$ cat config.mk
export PLATFORM = sky130hd
export DESIGN_NAME = lifo_stack
export DESIGN_NICKNAME = d
export VERILOG_FILES = /design/src/rtl/stack_pkg.sv /design/src/rtl/stack_ram.sv /design/src/rtl/lifo_stack.sv
export SDC_FILE = /design/constraint.sdc
export NUM_CORES = 1
export LEC_CHECK = 0
export ABC_CLOCK_PERIOD_IN_PS = 4300
export BUFFER_PORTS_ARGS = -buffer_cell sky130_fd_sc_hd__buf_4
export CORE_ASPECT_RATIO = 1.25
export CORE_MARGIN = 2
export CORE_UTILIZATION = 60
export DETAILED_ROUTE_END_ITERATION = 6
export PLACE_DENSITY = 0.78
export SYNTH_ARGS = -nofsm -noshare
export SYNTH_HDL_FRONTEND = slang
export SYNTH_SLANG_ARGS = --single-unit
$ cat constraint.sdc
create_clock -name CLK -period 4.3 [get_ports CLK]
set_clock_uncertainty 0.1 [all_clocks]
set_input_delay 0.215 -clock CLK [delete_from_list [all_inputs] [get_ports CLK]]
set_output_delay 0.215 -clock CLK [all_outputs]
set_load 0.05 [all_outputs]
$ cat src/rtl/stack_pkg.sv
// rtl/stack_pkg.sv - shared op encoding and default flag margins for the lifo stack
package stack_pkg;

    // One decoded operation per clock edge
    typedef enum logic [1:0] {
        OP_NOP     = 2'd0,
        OP_PUSH    = 2'd1,
        OP_POP     = 2'd2,
        OP_REPLACE = 2'd3
    } stack_op_e;

    // ALMOST_FULL default sits this many entries below DEPTH
    localparam int AFULL_MARGIN   = 2;
    // ALMOST_EMPTY default threshold
    localparam int AEMPTY_DEFAULT = 1;

    // Maps the raw request pair to an operation; a push+pop on an empty stack is a plain push
    function automatic stack_op_e decode_op(input logic push, input logic pop, input logic empty);
        stack_op_e op;
        op = OP_NOP;
        if (push && pop) begin
            op = empty ? OP_PUSH : OP_REPLACE;
        end else if (push) begin
            op = OP_PUSH;
        end else if (pop) begin
            op = OP_POP;
        end
        return op;
    endfunction

endpackage

$ cat src/rtl/stack_ram.sv
// rtl/stack_ram.sv - DEPTH x DATA_WIDTH storage, one synchronous write port, one asynchronous read port
module stack_ram #(
    parameter int DATA_WIDTH = 8,
    parameter int DEPTH      = 16,
    parameter int AW         = (DEPTH > 1) ? $clog2(DEPTH) : 1
) (
    input  logic                  CLK,
    input  logic                  we,
    input  logic [AW-1:0]         waddr,
    input  logic [DATA_WIDTH-1:0] wdata,
    input  logic [AW-1:0]         raddr,
    output logic [DATA_WIDTH-1:0] rdata
);

    logic [DATA_WIDTH-1:0] mem [DEPTH];

    // Write port: contents are deliberately left unreset
    always_ff @(posedge CLK) begin
        if (we) begin
            mem[waddr] <= wdata;
        end
    end

    assign rdata = mem[raddr];

endmodule

$ cat src/rtl/lifo_stack.sv
// rtl/lifo_stack.sv - parametrised LIFO with registered top, occupancy and status flags
module lifo_stack
    import stack_pkg::*;
#(
    parameter int DATA_WIDTH   = 8,
    parameter int DEPTH        = 16,
    parameter int AFULL_LEVEL  = DEPTH - AFULL_MARGIN,
    parameter int AEMPTY_LEVEL = AEMPTY_DEFAULT,
    parameter int CW           = $clog2(DEPTH + 1)
) (
    input  logic                  CLK,
    input  logic                  RST_N,
    input  logic                  CLR,
    input  logic                  PUSH,
    input  logic                  POP,
    input  logic [DATA_WIDTH-1:0] DATA_IN,
    output logic [DATA_WIDTH-1:0] TOP,
    output logic [CW-1:0]         COUNT,
    output logic                  FULL,
    output logic                  EMPTY,
    output logic                  ALMOST_FULL,
    output logic                  ALMOST_EMPTY,
    output logic                  OVERFLOW,
    output logic                  UNDERFLOW
);

    localparam int AW = (DEPTH > 1) ? $clog2(DEPTH) : 1;
    localparam logic [CW-1:0] DEPTH_C = CW'(DEPTH);

    stack_op_e             op;
    logic [CW-1:0]         count_nxt;
    logic [DATA_WIDTH-1:0] top_nxt;
    logic                  ovf_nxt;
    logic                  udf_nxt;
    logic                  ram_we;
    logic [CW-1:0]         waddr_w;
    logic [CW-1:0]         raddr_w;
    logic [DATA_WIDTH-1:0] ram_rdata;

    // Refill source for a pop: the entry just below the current top
    assign raddr_w = (COUNT >= CW'(2)) ? (COUNT - CW'(2)) : '0;

    stack_ram #(
        .DATA_WIDTH (DATA_WIDTH),
        .DEPTH      (DEPTH),
        .AW         (AW)
    ) u_ram (
        .CLK   (CLK),
        .we    (ram_we),
        .waddr (waddr_w[AW-1:0]),
        .wdata (DATA_IN),
        .raddr (raddr_w[AW-1:0]),
        .rdata (ram_rdata)
    );

    // Decode the request and compute next occupancy, top, error flags and the storage write
    always_comb begin
        op        = decode_op(PUSH, POP, COUNT == '0);
        count_nxt = COUNT;
        top_nxt   = TOP;
        ovf_nxt   = OVERFLOW;
        udf_nxt   = UNDERFLOW;
        ram_we    = 1'b0;
        waddr_w   = COUNT;
        if (CLR) begin
            count_nxt = '0;
            top_nxt   = '0;
            ovf_nxt   = 1'b0;
            udf_nxt   = 1'b0;
        end else begin
            case (op)
                OP_PUSH: begin
                    if (COUNT < DEPTH_C) begin
                        ram_we    = 1'b1;
                        waddr_w   = COUNT;
                        count_nxt = COUNT + CW'(1);
                        top_nxt   = DATA_IN;
                    end else begin
                        ovf_nxt = 1'b1;
                    end
                end
                OP_POP: begin
                    if (COUNT != '0) begin
                        count_nxt = COUNT - CW'(1);
                        top_nxt   = (COUNT >= CW'(2)) ? ram_rdata : '0;
                    end else begin
                        udf_nxt = 1'b1;
                    end
                end
                OP_REPLACE: begin
                    ram_we  = 1'b1;
                    waddr_w = COUNT - CW'(1);
                    top_nxt = DATA_IN;
                end
                default: begin
                end
            endcase
        end
    end

    // State and flag registers; flags derive from the next count so they are never stale
    always_ff @(posedge CLK or negedge RST_N) begin
        if (!RST_N) begin
            COUNT        <= '0;
            TOP          <= '0;
            FULL         <= 1'b0;
            EMPTY        <= 1'b1;
            ALMOST_FULL  <= 1'b0;
            ALMOST_EMPTY <= 1'b1;
            OVERFLOW     <= 1'b0;
            UNDERFLOW    <= 1'b0;
        end else begin
            COUNT        <= count_nxt;
            TOP          <= top_nxt;
            FULL         <= (count_nxt == DEPTH_C);
            EMPTY        <= (count_nxt == '0);
            ALMOST_FULL  <= (int'(count_nxt) >= AFULL_LEVEL);
            ALMOST_EMPTY <= (int'(count_nxt) <= AEMPTY_LEVEL);
            OVERFLOW     <= ovf_nxt;
            UNDERFLOW    <= udf_nxt;
        end
    end

endmodule

**After elaboration in Yosys (flattened, before gate mapping)**

Memories as Yosys holds them, arrays and structs flattened.
Cells that the tools add are included.

- Logic and storage cells: 61
- Input port bits: 13
- Output and inout bits: 19
- Register bits after elaboration: 19
- Memories kept: 1
- Memory bits (writable): 128

- $add $sub $neg: 3
- Mux-type cells: 27
- $lt $le $gt $ge: 4
- Reductions and logical operators: 10
- Eq/ne operators: 8

Memory list:

| memory | depth | bits a word | rd ports | clocked after Yosys merged registers in | write ports | line | RTL |
|---|---|---|---|---|---|---|---|
| u_ram.mem | 16 | 8 | 1 | 0 | 1 | stack_ram.sv:15 | `logic [DATA_WIDTH-1:0] mem [DEPTH];` |

Operators by type and width:

| cell | count |
|---|---|
| $mux W8 | 4 |
| $pmux W8 S3 | 1 |
| $mux W5 | 3 |
| $mux W4 | 3 |
| $logic_not A5 Y1 | 2 |
| $mux W1 | 10 |
| $pmux W5 S2 | 1 |
| $mux W2 | 4 |
| $ne A3 B3 Y1 const B | 2 |
| $add A5 B1 Y5 const B | 1 |
| $eq A5 B5 Y1 const B | 1 |
| $ge A5 B2 Y1 const B | 1 |
| $ge A5 B4 Y1 const B | 1 |
| $le A5 B1 Y1 const B | 1 |
| $lt A5 B5 Y1 const B | 1 |
| $reduce_bool A5 Y1 | 1 |
| $sub A5 B1 Y5 const B | 1 |
| $eq A2 B2 Y1 const B | 2 |
| $ne A2 B2 Y1 const B | 2 |
| $reduce_and A2 Y1 | 2 |
| $reduce_bool A2 Y1 | 2 |
| $reduce_bool A4 Y1 | 1 |
| $sub A4 B2 Y4 const B | 1 |
| $reduce_and A3 Y1 | 1 |
| other kinds (3) | 3 |

**Longest topological paths before layout**

- Depth after elaboration: 8
- Depth in mapped cells: 11
- Depth with buffers taken out: 7

**Modules after synthesis**

A second synthesis with hierarchy kept.

- Cells, all modules: 348
- Area, all modules: 6233.5 µm²

By module, submodules not included:

| module | times used | cells an instance | seq. area each (µm²) | area each (µm²) |
|---|---|---|---|---|
| stack_ram | 1 | 221 | 3843.7 | 4987.3 |
| lifo_stack | 1 | 127 | 478.0 | 1246.2 |

**Worst setup path before layout**

OpenSTA, ideal clock, no wires.

- Kind: register to register
- From: register COUNT[0]
- To: memory u_ram.mem[13][0] (enable)
- Library setup time: 0.370 ns
- Period minus slack after synthesis: 3.600 ns
- Setup slack: 0.700 ns
- Buffers on the path: 3
- Data required time: 3.830 ns
- Arrival: 3.130 ns
- Cell stages (with the launch flop): 11
- Cells stage by stage: dfrtp_1 > buf_2 > inv_1 > clkbuf_1 > ha_1 > or4b_4 > buf_6 > nand4_1 > xnor2_1 > or4_4 > nor2_1

- Cells in the longest elaborated chain, start to end: 8
- Elaborated cells between the ends (all ways): 14
- Classes of those cells: add/sub (1); order compare (1); eq/ne (2); mux (9); reduce/logical (1)

RTL lines:

| what | line | RTL |
|---|---|---|
| from (decl) | lifo_stack.sv:18 | `output logic [CW-1:0] COUNT,` |
| from (signal assigned) | lifo_stack.sv:113 | `COUNT <= count_nxt;` |
| $logic_not A5 Y1 | lifo_stack.sv:58 | `op = decode_op(PUSH, POP, COUNT == '0);` |
| $mux W2 | stack_pkg.sv:22 | `op = empty ? OP_PUSH : OP_REPLACE;` |
| $mux W2 | stack_pkg.sv:21 | `if (push && pop) begin` |
| $eq A2 B2 Y1 / $eq A2 B1 Y1 (equally long branches) | lifo_stack.sv:71 | `case (op)` |
| $pmux W1 S2 | lifo_stack.sv:71 |  |
| $mux W1 | lifo_stack.sv:65 | `if (CLR) begin` |
| $mux W1 | stack_ram.sv:19 | `if (we) begin` |
| $mux W1 (not written as such) | stack_ram.sv:20 | `mem[waddr] <= wdata;` |
| to (decl) | stack_ram.sv:15 |  |

Several ways; a longest one is shown, not always the timed one.

**Worst setup path after layout**

- From: register COUNT[2]
- To: memory u_ram.mem[13][4] (enable)

The elaborated chain is that of the path after synthesis.

==> results.md <==
- Status: complete, but fails checks
- Failing checks: DRC
- Worst vdd ir: around 0.43 mV
- Slew Limit Fails: 0
- Req. time, crit path: between 4 and 5 ns
- Post-cts gate resize count: 0
- Net Sw Frac: 0.3008
- Sequential share of power: 0.419
- RePlAce Congestion: roughly 0.91
- Vias: about 4,400
- Kind of critical path: flip-flop to flip-flop
- Register bit total from synthesis: 147
- Clock Latency Late Sink: approximately 0.43 ns
- # diodes: 0
- Min Hold Slack: 0.07040 ns
- Sequential area share after synthesis: 0.6743
- Int Pwr: approximately 2.7 mW
- RSZ-0062 raised after global routing: false
- Arr. time, crit path: between 3 and 4 ns
- Root buf cell: clkbuf_16
- Clock-pin slew on the worst setup and hold paths: 0.06 ns
- CTS hold repair buffers: 2
- Initial Util: 0.6098
- Post-layout min period: between 3 and 4 ns
- Fin nets: slightly above 500
- Area growth syn-to-layout: 14.15%
- Rel. slew slack: 0.3995
- Clock power frac: 0.371
- Drt drc: 7
- Switching Power: roughly 1.2 mW
- Setup WS post-layout: 0.8257 ns
- Commonest cells after routing, fill and taps aside: edfxtp_1 (128), a21oi_1 (44), buf_4 (35)
- WL/cell: roughly 25 um
- Cell Area, Synth: ~0.0064 mm^2
- First-pass GRT wire length: about 24 mm
- Layout cells sized above 1: 0.1700
- Core ar.: 0.01051 mm^2
- Synth unique cells: just over 50
- Fillers: approximately 700
- Worst min path class: input pin to flip-flop
- Finished Cell Area: 0.007316 mm^2
- Hold Fails Final Rpt: 0
- 1st-iter DRT viols: about 500
- Port bufs: 31
- Die height: about 120 um
- Final-report setup violation count: 0
- Via count of the first global-routing pass: 4,100
- Cell Pwr Density: roughly 530 mW/mm^2
- Routed wire length: 16.01 mm
- Routed Antenna Nets: 0
- Primary FF master, synth: edfxtp_1
- CP Capture Type: flip-flop
- Clock Sinks: 147
- Sum of negative setup slack: 0 ns
- Synthesized Nets: 483
- Worst reg2reg setup slack: around 0.83 ns
- Vias per cell: 6.882
- Worst-margin pin slew: approximately 0.90 ns
- CTS buffer count: 17
- 1st-pass router iterations: 7
- GRT Residual Overflow: 0
- Worst-case clock buffer depth: 2
- Post-synth EDFFs: roughly 130
- Post-layout util: 0.6961
- Pin count of the biggest net entering global routing: 55
- Post-DP HPWL: 10.29 mm
- Comb pwr share: 0.210
- Most common cell after layout, fill and taps aside: edfxtp_1
- Pre-CTS WS: just over 0.9 ns
- Fmax: roughly 290 MHz
- H-tree depth: 4
- CTS tree: done
- Final Cycle Share: 0.8080
- Synth Warn #: 0
- Mean post-synth cell area: ~14 um^2
- Ports: 32
- Die width: 96.44 um
- Pleak: around 2.5 nW
- Rows: 42
- Critical Path Source Type: flip-flop
- Total Routing Usage GR: 0.2934
- Async SR Flop Fraction: 0.1293
- Area after DPL: between 0.006 and 0.007 mm^2
- Setup Buffers After CTS: 0
- Antenna violations before repair: 0
- Die area: 0.01153 mm^2
- Post-Synthesis Cells: 464
- Crit Path Max Fanout: 18
- Maxcap violations: 0
layout make-up:
class                      instances  area, um^2  area share
clock buffer                      18       429.2     0.05866
clock inverter                    14       153.9     0.02104
inverter                          16       60.06    0.008209
sequential                       147        4323      0.5909
tap                              132       165.2     0.02258
multi-input combinational        274        1902      0.2600
timing repair buffer              37       282.8     0.03865
worst paths after layout:
| path | end | cells past startpoint | from |
|---|---|---|---|
| max | u_ram.mem[13][4] | 7 | COUNT[2] |
| min | u_ram.mem[11][7] | 1 | DATA_IN[7] |
| min reg2reg | UNDERFLOW | 2 | UNDERFLOW |
| min in group asynchronous | COUNT[2] | 2 | RST_N |
| max reg2reg | u_ram.mem[13][4] | 7 | COUNT[2] |
| max in group asynchronous | EMPTY | 2 | RST_N |
synth_stat cells, drive strengths merged (9+ instances only):
cell type / n / share of area
edfxtp: 128 / 0.60
a21oi: 44 / 0.034
o21ai: 22 / 0.017
dfrtp: 17 / 0.066
clkbuf: 19 / 0.011
inv: 16 / 0.0094
nor2: 28 / 0.016
nor3: 21 / 0.016
a211o: 9 / 0.012
and2: 9 / 0.0088
and3: 17 / 0.017
power groups by stage:
stage                     Clock [mW]  Sequential, mW  Combinational, mW
after floorplan                    0            1.73              0.491
after detailed placement           0            1.67              0.785
after global routing            1.50            1.64              0.870
after global placement             0            1.66              0.773
after CTS                       1.45            1.64              0.798
final                           1.45            1.64              0.820
cells by family (layout without fill, tap and decap cells):
group,count (synthesis),count (layout),share of synthesized area
flops,147,147,0.6743
buf+inv,43,85,0.02890
fa+ha+maj,6,6,0.01171
mux,9,9,0.02968
xor+xnor,5,5,0.006835
compound gates,140,140,0.1496
simple gates,114,114,0.09898
metrics by stage:
stage	std cells	power, mW
final	638	3.906
after global routing	638	4.012
after CTS	638	3.888
after detailed placement	604	2.450
after global placement	604	2.436
after floorplan	464	2.223
worst max-delay path, cell delays in order (launching register included):
cell and delay [ns]:
dfrtp_1 0.49, inv_1 0.21, ha_1 0.53, a21boi_0 0.34
nand3_1 0.14, xor2_1 0.20, or4_4 0.49, nor2_1 0.58
layer usage:
metal	global-route usage	wire length, um
met1	0.3997	5874
met2	0.4740	8106
met3	0.06277	1583
met4	0.09507	441
met5	0	0
flip-flops by register name (all words and copies together), names as in the netlist:
signal,count
OVERFLOW,1
COUNT,5
UNDERFLOW,1
TOP,8
ALMOST_EMPTY,1
EMPTY,1
u_ram.mem,128
FULL,1
ALMOST_FULL,1
Power figures use the tool's default switching activity.
